**src/rtl/dm_rmw_ctrl_pkg.sv**
```systemverilog
// Shared pipeline definitions for the data-memory controllers.
// Access-size encodings and the read-modify-write FSM states.
package dm_rmw_ctrl_pkg;

  typedef enum logic [1:0] {
    SZ_BYTE = 2'b00,
    SZ_HALF = 2'b01,
    SZ_WORD = 2'b10,
    SZ_ILL  = 2'b11
  } dm_size_e;

  typedef enum logic {
    IDLE  = 1'b0,
    MERGE = 1'b1
  } dm_state_e;

  // True for a byte or half access (needs read-modify-write on store).
  function automatic logic size_is_sub(input logic [1:0] s);
    return (s == SZ_BYTE) || (s == SZ_HALF);
  endfunction

endpackage

```
**src/rtl/dm_lane_unit.sv**
```systemverilog
// Byte/half lane extraction for loads and lane merge for stores.
// Purely combinational; word is the current DM (or latched) word.
module dm_lane_unit
  import dm_rmw_ctrl_pkg::*;
(
  input  logic [31:0] word,
  input  logic [1:0]  addr,
  input  logic [1:0]  size,
  input  logic        sign,
  input  logic [31:0] wdata,
  output logic [31:0] ext_load,
  output logic [31:0] merged_word
);

  logic [7:0]  w_byte;
  logic [15:0] w_half;

  // Select the addressed byte and half lanes.
  always_comb begin
    w_byte = word[7:0];
    case (addr)
      2'd0:    w_byte = word[7:0];
      2'd1:    w_byte = word[15:8];
      2'd2:    w_byte = word[23:16];
      default: w_byte = word[31:24];
    endcase
    w_half = addr[1] ? word[31:16] : word[15:0];
  end

  // Zero- or sign-extend the selected lane for loads.
  always_comb begin
    ext_load = word;
    case (size)
      SZ_BYTE: ext_load = {{24{sign & w_byte[7]}}, w_byte};
      SZ_HALF: ext_load = {{16{sign & w_half[15]}}, w_half};
      default: ext_load = word;
    endcase
  end

  // Replace the addressed lane with store data; words pass wdata.
  always_comb begin
    merged_word = word;
    case (size)
      SZ_BYTE: begin
        case (addr)
          2'd0:    merged_word[7:0]   = wdata[7:0];
          2'd1:    merged_word[15:8]  = wdata[7:0];
          2'd2:    merged_word[23:16] = wdata[7:0];
          default: merged_word[31:24] = wdata[7:0];
        endcase
      end
      SZ_HALF: begin
        if (addr[1]) merged_word[31:16] = wdata[15:0];
        else         merged_word[15:0]  = wdata[15:0];
      end
      default: merged_word = wdata;
    endcase
  end

endmodule

```
**src/rtl/dm_rmw_ctrl.sv**
```systemverilog
// M-stage data-memory controller with sub-word read-modify-write.
// Word stores go straight through; byte/half stores take one stall.
module dm_rmw_ctrl
  import dm_rmw_ctrl_pkg::*;
#(
  parameter int DM_AW = 12
) (
  input  logic             Clk,
  input  logic             Reset,
  input  logic             req_valid,
  input  logic             req_we,
  input  logic [1:0]       req_size,
  input  logic             req_sign,
  input  logic [31:0]      req_addr,
  input  logic [31:0]      req_wdata,
  output logic             stall,
  output logic [31:0]      rdata,
  output logic             rdata_valid,
  output logic             err,
  output logic [DM_AW-1:0] dm_addr,
  output logic             dm_we,
  output logic [31:0]      dm_wdata,
  input  logic [31:0]      dm_rdata
);

  dm_state_e   r_state;
  logic [31:0] r_merge;
  logic [31:0] r_rdata;
  logic        r_rdata_valid;
  logic        r_err;

  logic [31:0] w_hi;
  logic        w_illegal;
  logic        w_idle;
  logic        w_go;
  logic        w_st_word;
  logic        w_st_sub;
  logic        w_ld;
  logic        w_err;
  logic [31:0] w_word;
  logic [31:0] w_ext;
  logic [31:0] w_merged;

  // Classify the request and derive the DM strobes.
  always_comb begin
    w_hi      = req_addr >> (DM_AW + 2);
    w_illegal = (req_size == SZ_ILL)
              | ((req_size == SZ_HALF) & req_addr[0])
              | ((req_size == SZ_WORD) & (req_addr[1:0] != 2'b00))
              | (w_hi != 32'd0);
    w_idle    = (r_state == IDLE);
    w_go      = req_valid & ~w_illegal;
    w_st_word = w_idle & w_go & req_we & ~size_is_sub(req_size);
    w_st_sub  = w_idle & w_go & req_we & size_is_sub(req_size);
    w_ld      = w_idle & w_go & ~req_we;
    w_err     = w_idle & req_valid & w_illegal;
    w_word    = (r_state == MERGE) ? r_merge : dm_rdata;
  end

  dm_lane_unit u_lane (
    .word        (w_word),
    .addr        (req_addr[1:0]),
    .size        (req_size),
    .sign        (req_sign),
    .wdata       (req_wdata),
    .ext_load    (w_ext),
    .merged_word (w_merged)
  );

  assign dm_addr     = req_addr[DM_AW+1:2];
  assign dm_wdata    = w_merged;
  assign dm_we       = ~Reset & (w_st_word | (r_state == MERGE));
  assign stall       = ~Reset & w_st_sub;
  assign rdata       = r_rdata;
  assign rdata_valid = r_rdata_valid;
  assign err         = r_err;

  // FSM: latch the old word on a sub-word store, write it back merged.
  always_ff @(posedge Clk or posedge Reset) begin
    if (Reset) begin
      r_state       <= IDLE;
      r_merge       <= 32'd0;
      r_rdata       <= 32'd0;
      r_rdata_valid <= 1'b0;
      r_err         <= 1'b0;
    end else begin
      r_rdata_valid <= w_ld;
      r_err         <= w_err;
      if (w_ld) r_rdata <= w_ext;
      case (r_state)
        IDLE: begin
          if (w_st_sub) begin
            r_merge <= dm_rdata;
            r_state <= MERGE;
          end
        end
        default: r_state <= IDLE;
      endcase
    end
  end

endmodule

```
**config.mk**
```make
export PLATFORM = sky130hd
export DESIGN_NAME = dm_rmw_ctrl
export DESIGN_NICKNAME = d
export VERILOG_FILES = /design/src/rtl/dm_rmw_ctrl_pkg.sv /design/src/rtl/dm_lane_unit.sv /design/src/rtl/dm_rmw_ctrl.sv
export SDC_FILE = /design/constraint.sdc
export NUM_CORES = 1
export LEC_CHECK = 0
export ABC_CLOCK_PERIOD_IN_PS = 2500
export CAP_MARGIN = 30
export CORE_UTILIZATION = 41
export CTS_CLUSTER_SIZE = 14
export DETAILED_ROUTE_END_ITERATION = 10
export PLACE_DENSITY = 0.73
export SKIP_LAST_GASP = 1
export SLEW_MARGIN = 20
export SYNTH_ARGS = -nofsm -noshare
export SYNTH_HDL_FRONTEND = slang
export SYNTH_HIERARCHICAL = 1
export SYNTH_SLANG_ARGS = --single-unit
```
**constraint.sdc**
```tcl
create_clock -name Clk -period 2.5 [get_ports Clk]
set_clock_uncertainty 0.05 [all_clocks]
set_input_delay 0.5 -clock Clk [delete_from_list [all_inputs] [get_ports Clk]]
set_output_delay 0.5 -clock Clk [all_outputs]
set_load 0.05 [all_outputs]
```
==> metrics.yaml, run 1 <==
routedWlPerCell_um: 22.2
drt-initial-drc-count: 257
hpwl_mm: 12.6
vias: 4739
cp_max_fo: 5
cts_inserted_buffers: 9
peakVddDrop_mv: 0.304
synth-edff-count: 0
drtAntennaViolNets: 0
drv_cap: 0
fp.dieH_um: 113
power_frac_clock_pct: 37.3
pwr-share-seq_pct: 31.1
violations: "negative setup slack"
drc: 0
p_int_w: 0.00242
finalHoldViolations: 0
hold_path_class: "reg2reg"
cp-start-kind: "register"
grt_setup_unrepaired: "true"
die_x_um: 113
rows: 40
antenna_cells: 0
clkTransAtPathRegs_ns: 0.06
port_buffers: 158
gp_congestion: 0.871
period_minus_slack_ns: 2.61
cts.sinks: 67
placed_area_um2: 7220
first_global_vias: 4738
leakage_nw: 3.57
io_pins: 183
clock.fmax_ghz: 0.383
worst_slew_pin_slew_ns: 0.514
slew_violations: 0
fin_ws_ns: -0.109
yosysWarnings: 6
fill_cells: 891
postSynthAreaPerCell_um2: 10.9
post-place-ws_ns: -0.308
post-route-period-util_pct: 104
synthXorXnorAreaFrac_pct: 0
grtUsageTotal_pct: 27.4
area_growth_pct: 58.2
netSwitchingPower_w: 0.00107
grt_antenna_before_repair: 0
grt_start_max_net_pins: 68
clk_latency_ns: 0.34
synth_top_family_by_area: "multiplexers"
p_comb_share_pct: 31.7
drt-pass1-iter-count: 5
syn_inst: 459
netlist_area_um2: 5020
end_kind: "primary output"
status: "complete, but fails checks"
drive_above_1_share_pct: 41.5
slew-limit-headroom_pct: 65.6
cts_max_level: 3
rrSetupSlack_ns: 0.04
fin_nets: 746
cts_buffer_depth: 2
synth-compound-area-share_pct: 12.8
synthFlopType: "dfrtp_1"
synth_cell_types: 42
synthAdderAreaFrac_pct: 0
ys_seq_elements: 67
ys_seq_area_share_pct: 33.4
cts_tree: "built"
routed_wl_mm: 17.7
p_per_area_nw_per_um2: 440
overflow: 0
total_power_w: 0.00350
core_um2: 12000
grt_pass1_wl_mm: 26.4
syn_nets: 562
worstPathArrival_ns: 2.06
crit_type: "reg2out"
avgViaCountPerCell: 5.96
required_ns: 1.95
setup_viol: 25
die-area_um2: 12700
sw_frac_of_total_pct: 30.7
cts-root-buf: "clkbuf_16"
ys_async_sr_fraction_pct: 100
fin_area_um2: 7950
synth-simple-area-share_pct: 13.3
synthMuxAreaShare_pct: 33.3
start_util_pct: 42.0
==> per-stage QoR <==
step	hold WS (ns)	instances	util [%]	setup TNS (ns)
final	0.435	795	66.4	-0.946
after CTS	0.438	783	64.1	-0.142
after global routing	0.467	795	66.4	-2.19
after floorplan	0.402	459	-	-0.322
after detailed placement	0.425	762	60.4	-21.13
after global placement	0.413	762	60.4	-15.72
==> routing by layer <==
metal	up-vias	routed length, um	GRT usage (%)
li1	2093	-	-
met4	0	624	10.5
met3	49	1400	6.59
met2	246	8670	46.3
met5	-	0	0
met1	2351	6970	34.0
==> layout make-up <==
type,count,area (um2),share of cell area (%)
Multi-Input combinational cell,338,3240,40.8
Timing Repair Buffer,223,2520,31.7
Sequential cell,67,1680,21.1
Clock buffer,10,239,3.01
Tap cell,147,184,2.31
Clock inverter,6,63.8,0.803
Inverter,4,18.8,0.236
==> worst paths after layout <==
check                      startpoint           to  cells past startpoint
max in group asynchronous       Reset  r_merge[10]                      4
min in group asynchronous       Reset  r_merge[26]                      3
max reg2reg                   r_state    rdata[22]                      9
min                         rdata[27]    rdata[27]                      1
min reg2reg                 rdata[27]    rdata[27]                      1
max                           r_state        stall                      6
==> repair_timing <==
action,CTS,global route
pin swaps,9,12
gates resized for setup,31,36
buffers inserted,3,9
hold buffers,0,0
cloned,2,2
endpoints found under the setup margin,34,84
==> cells in the mapped netlist, types with 2 or more instances <==
| master | number | area share (%) |
|---|---|---|
| nand2_1 | 26 | 1.9 |
| or2_2 | 4 | 0.50 |
| a21o_1 | 2 | 0.30 |
| clkbuf_1 | 13 | 0.97 |
| nor2b_1 | 33 | 4.1 |
| a211oi_1 | 7 | 1.0 |
| dfrtp_1 | 67 | 33 |
| buf_2 | 8 | 0.80 |
| mux4_2 | 7 | 3.1 |
| buf_6 | 11 | 2.5 |
| inv_1 | 4 | 0.30 |
| a21oi_1 | 2 | 0.20 |
| nand2b_1 | 5 | 0.62 |
| nor4_4 | 2 | 0.85 |
| a221o_1 | 8 | 1.6 |
| o21a_1 | 2 | 0.30 |
| buf_4 | 17 | 2.5 |
| mux2_2 | 96 | 22 |
| nor4_1 | 6 | 0.75 |
| mux2i_1 | 33 | 6.6 |
| nor3_1 | 3 | 0.30 |
| and2_1 | 7 | 0.87 |
| o22ai_1 | 23 | 2.9 |
| o21ai_0 | 9 | 0.90 |
| and3b_1 | 8 | 1.4 |
| o211ai_1 | 8 | 1.2 |
| mux2_1 | 8 | 1.8 |
| nor2_1 | 10 | 0.75 |
| o221ai_1 | 17 | 3.0 |
==> cells in the final DEF (no fill, tap or decap), drive strengths merged, types with 3 or more instances in the layout <==
cell type and n:
mux2i 33, o21ai 10, nor4 8, clkinvlp 3, nand2b 5, dlygate4sd2 4
buf 99, inv 4, nor3 3, mux4 7, and2 7, clkbuf 12
a221o 8, and3b 8, nor2 10, clkdlybuf4s50 108, o221ai 17, nand2 27
nor2b 33, mux2 105, a211oi 7, dlymetal6s2s 10, or2 4, o22ai 23
o211ai 9, dfrtp 67
==> power groups by stage <==
stage                     Clock (W)  Sequential [W]  Combinational (W)
final                       0.00130         0.00109            0.00111
after CTS                   0.00133         0.00109            0.00107
after floorplan                   0         0.00111           0.000586
after global placement            0         0.00111            0.00103
after detailed placement          0         0.00111            0.00105
after global routing        0.00138         0.00108            0.00116
==> worst max-delay path: stages, from the launching register on <==
cell and delay (ns):
dfrtp_2 0.46, nand2b_4 0.16, or3b_4 0.37, or2_4 0.25, nor4_4 0.20, buf_4 0.15
buf_12 0.12
==> registers in the layout, summed over array words and instances, names as in the netlist <==
register and count:
r_merge 32, rdata 32, err 1, rdata_valid 1, r_state 1
==> cell families after synthesis <==
| group | after synthesis |
|---|---|
| muxes | 145 |
| and+or+nand+nor | 110 |
| AOI/OAI and AO/OA | 83 |
| DFF | 67 |
| buffers and inverters | 54 |
Power figures use the tool's default switching activity.
==> inputs of run 2 (changes only) <==
--- a/config.mk
+++ b/config.mk
@@ -7,12 +7,13 @@
 export LEC_CHECK = 0
 export ABC_CLOCK_PERIOD_IN_PS = 2500
 export CAP_MARGIN = 30
+export CORE_ASPECT_RATIO = 0.5
 export CORE_UTILIZATION = 41
 export CTS_CLUSTER_SIZE = 14
 export DETAILED_ROUTE_END_ITERATION = 10
 export PLACE_DENSITY = 0.73
 export SKIP_LAST_GASP = 1
-export SLEW_MARGIN = 20
+export SLEW_MARGIN = 5
 export SYNTH_ARGS = -nofsm -noshare
 export SYNTH_HDL_FRONTEND = slang
 export SYNTH_HIERARCHICAL = 1
==> metrics.yaml, run 2 (synthesized netlist as in run 1, its figures left out) <==
status: "complete, but fails checks"
violations: "negative setup slack"
cts_max_level: 3
die-area_um2: 12700
start_util_pct: 42.3
p_per_area_nw_per_um2: 458
cp_max_fo: 8
drc: 0
crit_slowest_cell: "dfrtp_2"
drive_above_1_share_pct: 39.7
cts-root-buf: "clkbuf_16"
cts_hold_buf: 0
peakVddDrop_mv: 0.294
clk_latency_ns: 0.34
clkTransAtPathRegs_ns: 0.06
final_cell_mix: "118 x clkdlybuf4s50_1, 79 x mux2_2, 66 x dfrtp_1"
period_minus_slack_ns: 2.59
grt_antenna_before_repair: 0
fin_cells: 807
vias: 4647
die_x_um: 159
worst_slew_pin_slew_ns: 0.893
grt_setup_unrepaired: "true"
post-route-period-util_pct: 103
max_stage_delay_ns: 0.45
end_kind: "primary output"
hpwl_mm: 12.3
antenna_cells: 0
cts_inserted_buffers: 9
setup_viol: 9
avgViaCountPerCell: 5.76
dp.cells: 779
final_common_cell: "clkdlybuf4s50_1"
worstPathArrival_ns: 2.04
required_ns: 1.95
cts_buffer_depth: 2
fp.dieH_um: 80.3
rows: 28
fin_ws_ns: -0.0874
grt_start_max_net_pins: 68
setup_tns_ns: -0.636
routed_wl_mm: 17.6
grtUsageTotal_pct: 28.0
overflow: 0
hold_path_class: "reg2reg"
fin_util_pct: 65.4
slew_violations: 0
drv_cap: 0
cp-start-kind: "register"
port_buffers: 158
clock.fmax_ghz: 0.386
crit_type: "reg2out"
core_um2: 11900
area_growth_pct: 54.7
fill_cells: 894
fin_nets: 740
first_global_vias: 4727
routedWlPerCell_um: 21.7
cts_tree: "built"
path_cells: "buf_4, clkbuf_16, mux2_4, mux2i_1, o221ai_1, buf_12"
grt_pass1_wl_mm: 26.0
drt-initial-drc-count: 382
drt-pass1-iter-count: 4
io_pins: 183
gp_congestion: 0.898
slew-limit-headroom_pct: 40.5
drtAntennaViolNets: 0
cts.sinks: 67
finalHoldViolations: 0
leakage_nw: 3.42
[run 2: changes by cell type in the layout (fill, tap and decap cells not counted), sizes merged]
cell and delta:
inv -1, clkdlybuf4s50 +10, bufinv +1, dlymetal6s2s -10
dlygate4sd2 -2, buf -4
[run 2: cell type report]
class | instances | area, um2 | area share (%)
multi-input combinational | 338 | 3210 | 41.3
timing repair buffer | 217 | 2330 | 30.0
sequential | 67 | 1680 | 21.6
clock buffer | 10 | 239 | 3.08
tap | 165 | 206 | 2.66
clock inverter | 6 | 88.8 | 1.14
inverter | 4 | 18.8 | 0.242
[run 2: timing repair]
| item | in CTS | in global routing |
|---|---|---|
| pin swaps | 4 | 5 |
| gates resized for setup | 26 | 22 |
| gates cloned | 1 | 1 |
| setup buffers | 10 | 2 |
| endpoints found under the setup margin | 34 | 78 |
[run 2: worst max-delay path: cells and delay by family (launching register included)]
kind                   cells  cell delay (ns)
buffers and inverters      3             0.54
DFF                        1             0.45
AOI/OAI and AO/OA          1             0.19
muxes                      2             0.51
[run 2: stage by stage]
| stage | area (um2) | worst slack (ns) | total power [W] | hold slack (ns) |
|---|---|---|---|---|
| 2_1_floorplan | 5100 | -0.322 | 0.00169 | 0.402 |
| 3_3_place_gp | 7190 | -0.287 | 0.00213 | 0.412 |
| 3_5_place_dp | 7190 | -0.319 | 0.00214 | 0.423 |
| 4_1_cts | 7710 | -0.0356 | 0.00356 | 0.436 |
| 5_1_grt | 7770 | -0.144 | 0.00368 | 0.445 |
| 6_report | 7770 | -0.0874 | 0.00356 | 0.434 |
[run 2: report_power, final]
part	internal [W]	switching (W)	total (W)	leakage, nW
Clock	0.000899	0.000494	0.00139	0.155
Sequential	0.00109	0.000000170	0.00109	0.933
Combinational	0.000515	0.000565	0.00108	2.33
Total	0.00250	0.00106	0.00356	3.42
[run 2: metal layers]
layer | GRT usage, % | vias up | wire (um)
met4 | 9.90 | 0 | 415
met1 | 37.1 | 2318 | 7540
li1 | - | 2072 | -
met5 | 0 | - | 0
met2 | 45.3 | 222 | 8260
met3 | 5.56 | 35 | 1340
[run 2: path summary, 6_finish.rpt]
| path | startpoint | end | slack (ns) | depth (start not counted) |
|---|---|---|---|---|
| worst max-delay path | r_state | dm_wdata[16] | -0.09 | 6 |
| worst max register to register | r_state | rdata[19] | 0.15 | 8 |
| max in group asynchronous | Reset | r_state | 0.97 | 3 |
| worst min register to register | r_merge[23] | r_merge[23] | 0.43 | 1 |
| worst min-delay path | r_merge[23] | r_merge[23] | 0.43 | 1 |
| min in group asynchronous | Reset | rdata_valid | 0.82 | 3 |
==> inputs of run 3 (changes only) <==
--- a/config.mk
+++ b/config.mk
@@ -9,6 +9,7 @@
 export CAP_MARGIN = 30
 export CORE_ASPECT_RATIO = 0.5
 export CORE_UTILIZATION = 41
+export CTS_BUF_LIST = sky130_fd_sc_hd__clkbuf_4 sky130_fd_sc_hd__clkbuf_8 sky130_fd_sc_hd__clkbuf_16
 export CTS_CLUSTER_SIZE = 14
 export DETAILED_ROUTE_END_ITERATION = 10
 export PLACE_DENSITY = 0.73
==> results of run 3 <==
The final DEF is identical to that of run 2; final timing and power are the same.
